### config.mk
export PLATFORM = sky130hd
export DESIGN_NAME = iir_inverse
export DESIGN_NICKNAME = d
export VERILOG_FILES = /design/src/rtl/iir_inverse.sv
export SDC_FILE = /design/constraint.sdc
export NUM_CORES = 1
export LEC_CHECK = 0
export CAP_MARGIN = 10
export CORE_ASPECT_RATIO = 0.75
export CORE_UTILIZATION = 55
export DETAILED_ROUTE_END_ITERATION = 8
export GPL_ROUTABILITY_DRIVEN = 0
export HOLD_SLACK_MARGIN = 0.06
export PLACE_DENSITY = 0.75
export SLEW_MARGIN = 20
export SYNTH_ARGS = -nofsm -noshare
export SYNTH_HDL_FRONTEND = slang
export SYNTH_SLANG_ARGS = --single-unit
### constraint.sdc
create_clock -name clk_i -period 6.16 [get_ports clk_i]
set_input_delay 1.232 -clock clk_i [delete_from_list [all_inputs] [get_ports clk_i]]
set_output_delay 1.232 -clock clk_i [all_outputs]
set_load 0.1 [all_outputs]
### src/rtl/iir_inverse.sv
// iir_inverse: undoes the first-order low-pass iir filter by reconstructing
// x[n] = y[n-1] + (y[n] - y[n-1]) * 64/59. The divide by 59 is a serial
// restoring divider, so the block accepts one sample, works on it for
// width_p+6 cycles, presents the result and waits for the downstream to take it.
module iir_inverse #(
  parameter int width_p = 10
) (
  input  logic               clk_i,
  input  logic               reset_i,
  input  logic               valid_i,
  input  logic [width_p-1:0] data_i,
  output logic               ready_o,
  output logic               valid_o,
  output logic [width_p-1:0] data_o,
  input  logic               ready_i
);

  // Quotient bits to produce. |diff|*64 always fits in N bits because
  // |diff| never exceeds 2^width_p - 1 for in-range samples.
  localparam int N  = width_p + 6;
  localparam int CW = $clog2(N);

  localparam logic [6:0]         DIVISOR = 7'd59;
  localparam logic [width_p-1:0] OMAX    = {1'b0, {(width_p-1){1'b1}}};
  localparam logic [width_p-1:0] OMIN    = {1'b1, {(width_p-1){1'b0}}};

  typedef enum logic [1:0] {IDLE, DIV, FIX, DONE} state_t;

  state_t               state;
  logic [width_p-1:0]   y_prev;
  logic [width_p-1:0]   base;
  logic                 neg;
  logic [N-1:0]         dvd;
  logic [5:0]           rem;
  logic [width_p:0]     quo;
  logic [CW-1:0]        cnt;

  // Accept-side arithmetic: signed difference, its magnitude and the
  // pre-scaled dividend |diff|*64.
  logic [width_p:0]     diff;
  logic [width_p:0]     mag;
  logic [N-1:0]         dvd_init;
  assign diff     = {data_i[width_p-1], data_i} - {y_prev[width_p-1], y_prev};
  assign mag      = diff[width_p] ? (~diff + 1'b1) : diff;
  assign dvd_init = N'({mag, 6'b0});

  // One restoring division step: bring in the next dividend bit, subtract
  // the divisor when it fits. The partial remainder stays below 59 so six
  // stored bits are enough.
  logic [6:0]           rem_sh;
  logic                 ge;
  logic [5:0]           rem_d;
  assign rem_sh = {rem, dvd[N-1]};
  assign ge     = rem_sh >= DIVISOR;
  assign rem_d  = ge ? 6'(rem_sh - DIVISOR) : rem_sh[5:0];

  // Fix-up: apply sign (truncation toward zero), add the base and clamp.
  logic [width_p+1:0]        q_mag;
  logic [width_p+1:0]        q_sgn;
  logic signed [width_p+1:0] sum;
  logic [width_p-1:0]        sat;
  assign q_mag = {1'b0, quo};
  assign q_sgn = neg ? (~q_mag + 1'b1) : q_mag;
  assign sum   = $signed({{2{base[width_p-1]}}, base} + q_sgn);
  assign sat   = (sum > $signed({2'b00, OMAX})) ? OMAX :
                 (sum < $signed({2'b11, OMIN})) ? OMIN : sum[width_p-1:0];

  // Control FSM with registered handshake outputs and datapath registers.
  always_ff @(posedge clk_i or posedge reset_i) begin
    if (reset_i) begin
      state   <= IDLE;
      ready_o <= 1'b1;
      valid_o <= 1'b0;
      data_o  <= '0;
      y_prev  <= '0;
      base    <= '0;
      neg     <= 1'b0;
      dvd     <= '0;
      rem     <= '0;
      quo     <= '0;
      cnt     <= '0;
    end else begin
      case (state)
        IDLE: if (valid_i) begin
          neg     <= diff[width_p];
          dvd     <= dvd_init;
          base    <= y_prev;
          y_prev  <= data_i;
          rem     <= '0;
          quo     <= '0;
          cnt     <= '0;
          ready_o <= 1'b0;
          state   <= DIV;
        end
        DIV: begin
          dvd <= {dvd[N-2:0], 1'b0};
          rem <= rem_d;
          quo <= {quo[width_p-1:0], ge};
          cnt <= cnt + 1'b1;
          if (cnt == CW'(N-1)) state <= FIX;
        end
        FIX: begin
          data_o  <= sat;
          valid_o <= 1'b1;
          state   <= DONE;
        end
        DONE: if (ready_i) begin
          valid_o <= 1'b0;
          ready_o <= 1'b1;
          state   <= IDLE;
        end
        default: state <= IDLE;
      endcase
    end
  end

endmodule

# == Word level (Yosys, flattened, before mapping) ==
# Cells that the tools add are included.
# classes
order_cmp,3
n_mux,22
addsub,6
bitwise_logic,2
eq_ne,7
reduce_logical,9
# ops
op,count
case mux 16 bit (2 select lines),1
2-to-1 mux 10 bit,3
case mux 11 bit (2 select lines),1
2-to-1 mux 16 bit,1
adder 12 x 1 -> 12 bit (second input constant),1
adder 12 bit,1
> comparator 12 x 10 -> 1 bit (second input constant),1
< comparator 12 x 10 -> 1 bit (second input constant),1
2-to-1 mux 12 bit,1
2-to-1 mux 6 bit,2
inverter 11 -> 12 bit,1
case mux 6 bit (2 select lines),1
2-to-1 mux 11 bit,1
subtractor 10 x 10 -> 11 bit,1
adder 10 x 1 -> 10 bit (second input constant),1
inverter 10 bit,1
case mux 2 bit (4 select lines),1
case mux 4 bit (2 select lines),1
greater-or-equal comparator 7 x 6 -> 1 bit (second input constant),1
2-to-1 mux 2 bit,3
inequality test 2 bit (second input constant),3
AND reduction 2 bit,3
AND reduction 3 bit,2
nonzero test 2 bit,3
9 further kinds,13
# word_totals
ff_bits,72
in_bits,14
out_inout_bits,12
word_cells,60

# == Longest topological paths before layout ==
# depth
ltp_word,7
depth_mapped,15
mapped_depth_nobuf,15

# == Least setup slack after synthesis ==
# Ideal clock, no wire load.
# synth_path
kind,in2reg
start,input data_i[0]
end,register dvd[15]
arrival_ps,3524
setup_ps,127
t_required_ps,6033
slack_ps,2509
n_path_buf,0
cell_stages,12
cell_sequence,inv_1 -> ha_1 -> inv_1 -> fa_1 -> a211oi_1 -> o21ai_0 -> o21ai_0 -> nand4_1 -> o41a_1 -> a211oi_1 -> mux2i_1 -> nand3_1
# synth_via
elab_chain_cells,6
# synth_lines
item,line,source
from (decl),11,"input logic [width_p-1:0] data_i,"
subtractor 10 x 10 -> 11 bit (*),43,"assign diff = {data_i[width_p-1], data_i} - {y_prev[width_p-1], y_prev};"
inverter 10 bit,44,assign mag = diff[width_p] ? (~diff + 1'b1) : diff;
adder 10 x 1 -> 10 bit,44,
2-to-1 mux 10 bit (*),44,
2-to-1 mux 16 bit (*),84,IDLE: if (valid_i) begin
case mux 16 bit (2 select lines) (*),83,case (state)
to (signal assigned),86,dvd <= dvd_init;
to (signal assigned),96,"dvd <= {dvd[N-2:0], 1'b0};"
to (decl),33,logic [N-1:0] dvd;
# Every way passes the cells marked *; elsewhere a longest branch is shown, timed or not. The select of a mux whose other input is x is not followed.
# A chain may end at the register's enable or synchronous reset.

# == Final worst setup path ==
# Same ends and word-level chain as after synthesis.

==> metrics.txt <==
critical path's top delay family compound AO/OA/AOI/OAI gates; vias in the first global route 3369; total wire length after detailed routing 9120 µm; setup slack of the worst register-to-register path roughly 2400 ps; Clk Latency, worst-skew pair 360 ps; number of endpoints with negative hold slack in the final report 0; origin of the critical flop-to-flop path quo[0]; clock skew after layout 10.7 ps; H-Tree Depth 3; routed len/inst 14.9 µm; first-pass GRT wire length 16000 µm; full die area 8280 µm²; gate count of the mapped netlist roughly 490; Post-Route Setup TNS 0 ps; Critical Path Fanout Max 3; number of filler instances in the final layout between 600 and 700; Post-synth EDFFs 0; final design instance area without fill 4900 µm²; leakage component of the power 2.24 nW; first element of the critical path data_i[0]; total track usage 24.5%; Worst slew margin between 30% and 40%; number of buffers inserted by post-CTS setup repair 0; critical path's largest stage delay 410 ps; Min-Delay Path Depth 2; average instance area after synthesis 8.97 µm²; maximum operating frequency 251 MHz; 1st-iter DRT viols 186; Final Setup Violations 0; width of the die approximately 100 µm; arrival time worst endpoint 4220 ps; number of buffers created by CTS 9; sink of the worst hold path dvd[6]; Crit path required time ~6400 ps; count of boundary I/O pins 26; CP max-delay cell sky130_fd_sc_hd__clkdlybuf4s50_1; maximum VDD drop approximately 270 µV; topmost layer with routed signal wires met4; Mapped Nets roughly 530; warning count from the yosys run 0; cells along the critical path clkdlybuf4s50_1 > inv_1 > ha_1 > inv_1 > fa_1 > a211oi_1 > o21ai_0 > o21ai_0 > nand4_1 > o41a_1 > a211oi_1 > mux2i_1 > nand3_1; proportion of layout cells with a drive suffix above 1 9.16%; router iterations before antenna repair 7; Clk pin slew, worst setup/hold paths 70 ps; half-perimeter wire length of the detailed placement result roughly 6600 µm; root buffer cell sky130_fd_sc_hd__clkbuf_8; fraction of the yosys area taken by sequential cells between 30% and 40%; I/O Buffers 25; largest net degree at the start of global routing 67; core region area around 7500 µm²; final-stage net count approximately 560; FF-to-FF End data_o[1]; combined area of the multi-input logic cells 2510 µm²; post_cts resized 0; depth of the worst register-to-register path 13; start-to-end type of the worst setup path in2reg; Power Density approximately 570 nW/µm²; Routed met1 length 4410 µm; # Max-Cap Violations 0; DRC Markers 0; fin crit share 64.7%; min Tclk post-route 3980 ps; type of destination of the critical path flip-flop; top flip-flop cell by instance count after synthesis sky130_fd_sc_hd__dfrtp_1; beginning of the worst hold path dvd[6]; unrepaired setup endpoints after global routing false; share of synthesized registers carrying an async set or reset 100%; routed length on met3 about 330 µm; run status finished clean; antenna cell count 0; core occupancy in the finished layout 65.3%; measured slew at the worst slew-check pin 969 ps; synthesis-to-finish area growth 12.6%; final number of max-transition violations 0; total number of vias 3568; detailed-route vias per instance 5.81; total clock sinks 66; met2 layer wire length in the routed design approximately 4300 µm; Overflow after GRT 0; die span in y between 70 and 80 µm; CP startpoint kind primary input; number of buffers on the longest clock path 2; initial core utilization 58.0%; buffers plus inverters on the worst setup path 3; Core Rows 27; antenna violations before repair 0; post-cts hold buffer count 0; residual antenna-violating net count after detailed routing 0; instance area after placement 4670 µm²; area taken by flip-flops and latches 1650 µm²; CTS tree yes; path type of the worst min-delay path reg2reg; post-synthesis instance area between 4000 and 5000 µm²; synthesized flop and latch total 66; count of unique library cells instantiated by Yosys 64
-- cell usage after synthesis (4+ instances only) --
library cell / instances / share of area (%)
sky130_fd_sc_hd__a22o_1: 10 / 2.0
sky130_fd_sc_hd__ha_1: 31 / 8.9
sky130_fd_sc_hd__xor2_1: 10 / 2.0
sky130_fd_sc_hd__xnor2_1: 20 / 4.0
sky130_fd_sc_hd__o211ai_1: 5 / 0.86
sky130_fd_sc_hd__a21oi_1: 32 / 3.7
sky130_fd_sc_hd__o21ai_0: 53 / 6.1
sky130_fd_sc_hd__a31oi_1: 6 / 0.86
sky130_fd_sc_hd__dfrtp_1: 65 / 37
sky130_fd_sc_hd__nand2b_1: 6 / 0.86
sky130_fd_sc_hd__nor3_1: 4 / 0.46
sky130_fd_sc_hd__clkbuf_1: 10 / 0.86
sky130_fd_sc_hd__a21o_1: 6 / 1.0
sky130_fd_sc_hd__nand3_1: 12 / 1.4
sky130_fd_sc_hd__mux2_2: 11 / 2.8
sky130_fd_sc_hd__nor2_1: 35 / 3.0
sky130_fd_sc_hd__a211oi_1: 7 / 1.2
sky130_fd_sc_hd__nand2_1: 53 / 4.6
sky130_fd_sc_hd__o31ai_1: 6 / 1.0
sky130_fd_sc_hd__nor2b_1: 5 / 0.72
sky130_fd_sc_hd__inv_1: 29 / 2.5
sky130_fd_sc_hd__or3_1: 5 / 0.72
-- metal layers --
metal / track usage [%] / up-vias
li1: - / 1779
met4: 7.32 / 0
met3: 5.83 / 11
met2: 38.5 / 61
met5: 0 / -
met1: 33.7 / 1717
-- layout make-up --
type,instances,area share [%]
Timing Repair Buffer,28,5.57
Tap cell,101,2.58
Inverter,30,2.30
Sequential cell,66,33.7
Multi-Input combinational cell,373,51.2
Clock inverter,6,1.84
Clock buffer,10,2.81
-- kinds of logic after synthesis --
logic type	after synthesis	share of synthesized area, %
AND/OR/NAND/NOR	140	15.1
adder cells (fa/ha/maj)	33	9.83
XOR/XNOR	30	6.04
flip-flops	66	38.0
buffers and inverters	46	4.46
AO/OA/AOI/OAI	156	23.1
multiplexers	14	3.54
-- state kept, by name, summed over array words and instances (netlist names) --
signal,flops
valid_o,1
cnt,4
y_prev,10
base,10
data_o,10
ready_o,1
rem,6
neg,1
dvd,10
state,2
quo,11
-- report_power, final --
| group | internal [W] | switching (W) | total [W] |
|---|---|---|---|
| Sequential | 0.000608 | 0.000120 | 0.000728 |
| Combinational | 0.000578 | 0.00109 | 0.00166 |
| Clock | 0.000239 | 0.000177 | 0.000417 |
-- through the flow --
step           total power, W  hold slack (ps)  setup slack [ps]  instances
3_3_place_gp          0.00233              458              1860        598
5_1_grt               0.00304              524              1900        614
4_1_cts               0.00281              483              2200        614
2_1_floorplan         0.00203              443              2510        485
3_5_place_dp          0.00238              469              1850        598
6_report              0.00281              480              2180        614
-- worst reg2reg max path, cell delays in order, from the launching register on --
cell,delay [ps]
sky130_fd_sc_hd__dfrtp_1,410
sky130_fd_sc_hd__inv_1,100
sky130_fd_sc_hd__ha_1,280
sky130_fd_sc_hd__nand2_1,60
sky130_fd_sc_hd__o21ai_0,170
sky130_fd_sc_hd__fa_1,500
sky130_fd_sc_hd__a211oi_1,330
sky130_fd_sc_hd__o21bai_1,160
sky130_fd_sc_hd__a2111oi_1,590
sky130_fd_sc_hd__o21ba_2,220
sky130_fd_sc_hd__xnor2_1,60
sky130_fd_sc_hd__a311o_1,470
sky130_fd_sc_hd__nor2_1,200
sky130_fd_sc_hd__a211oi_1,70
-- placed cells by master, fill, tap and decap left out, types with 4 or more instances in the layout --
cell type / netlist / routed
sky130_fd_sc_hd__a211oi_1: 7 / 7
sky130_fd_sc_hd__a21o_1: 6 / 6
sky130_fd_sc_hd__a21oi_1: 32 / 32
sky130_fd_sc_hd__a22o_1: 10 / 10
sky130_fd_sc_hd__a31oi_1: 6 / 6
sky130_fd_sc_hd__clkbuf_8: 0 / 10
sky130_fd_sc_hd__clkdlybuf4s50_1: 0 / 25
sky130_fd_sc_hd__dfrtp_1: 65 / 65
sky130_fd_sc_hd__ha_1: 31 / 31
sky130_fd_sc_hd__inv_1: 29 / 28
sky130_fd_sc_hd__mux2_2: 11 / 11
sky130_fd_sc_hd__nand2_1: 53 / 53
sky130_fd_sc_hd__nand2b_1: 6 / 6
sky130_fd_sc_hd__nand3_1: 12 / 12
sky130_fd_sc_hd__nor2_1: 35 / 35
sky130_fd_sc_hd__nor2b_1: 5 / 5
sky130_fd_sc_hd__nor3_1: 4 / 4
sky130_fd_sc_hd__o211ai_1: 5 / 5
sky130_fd_sc_hd__o21ai_0: 53 / 53
sky130_fd_sc_hd__o31ai_1: 6 / 6
sky130_fd_sc_hd__or3_1: 5 / 5
sky130_fd_sc_hd__xnor2_1: 20 / 20
sky130_fd_sc_hd__xor2_1: 10 / 10
-- worst max-delay path by stage --
stage	slack, ps	cells past startpoint	endpoint
after CTS	2200	13	dvd[15]
final	2180	13	dvd[15]
after global placement	1860	13	dvd[15]
after detailed placement	1850	13	dvd[15]
after floorplan	2510	12	dvd[15]
after global routing	1900	13	dvd[15]
(Power assumes the default switching activity.)
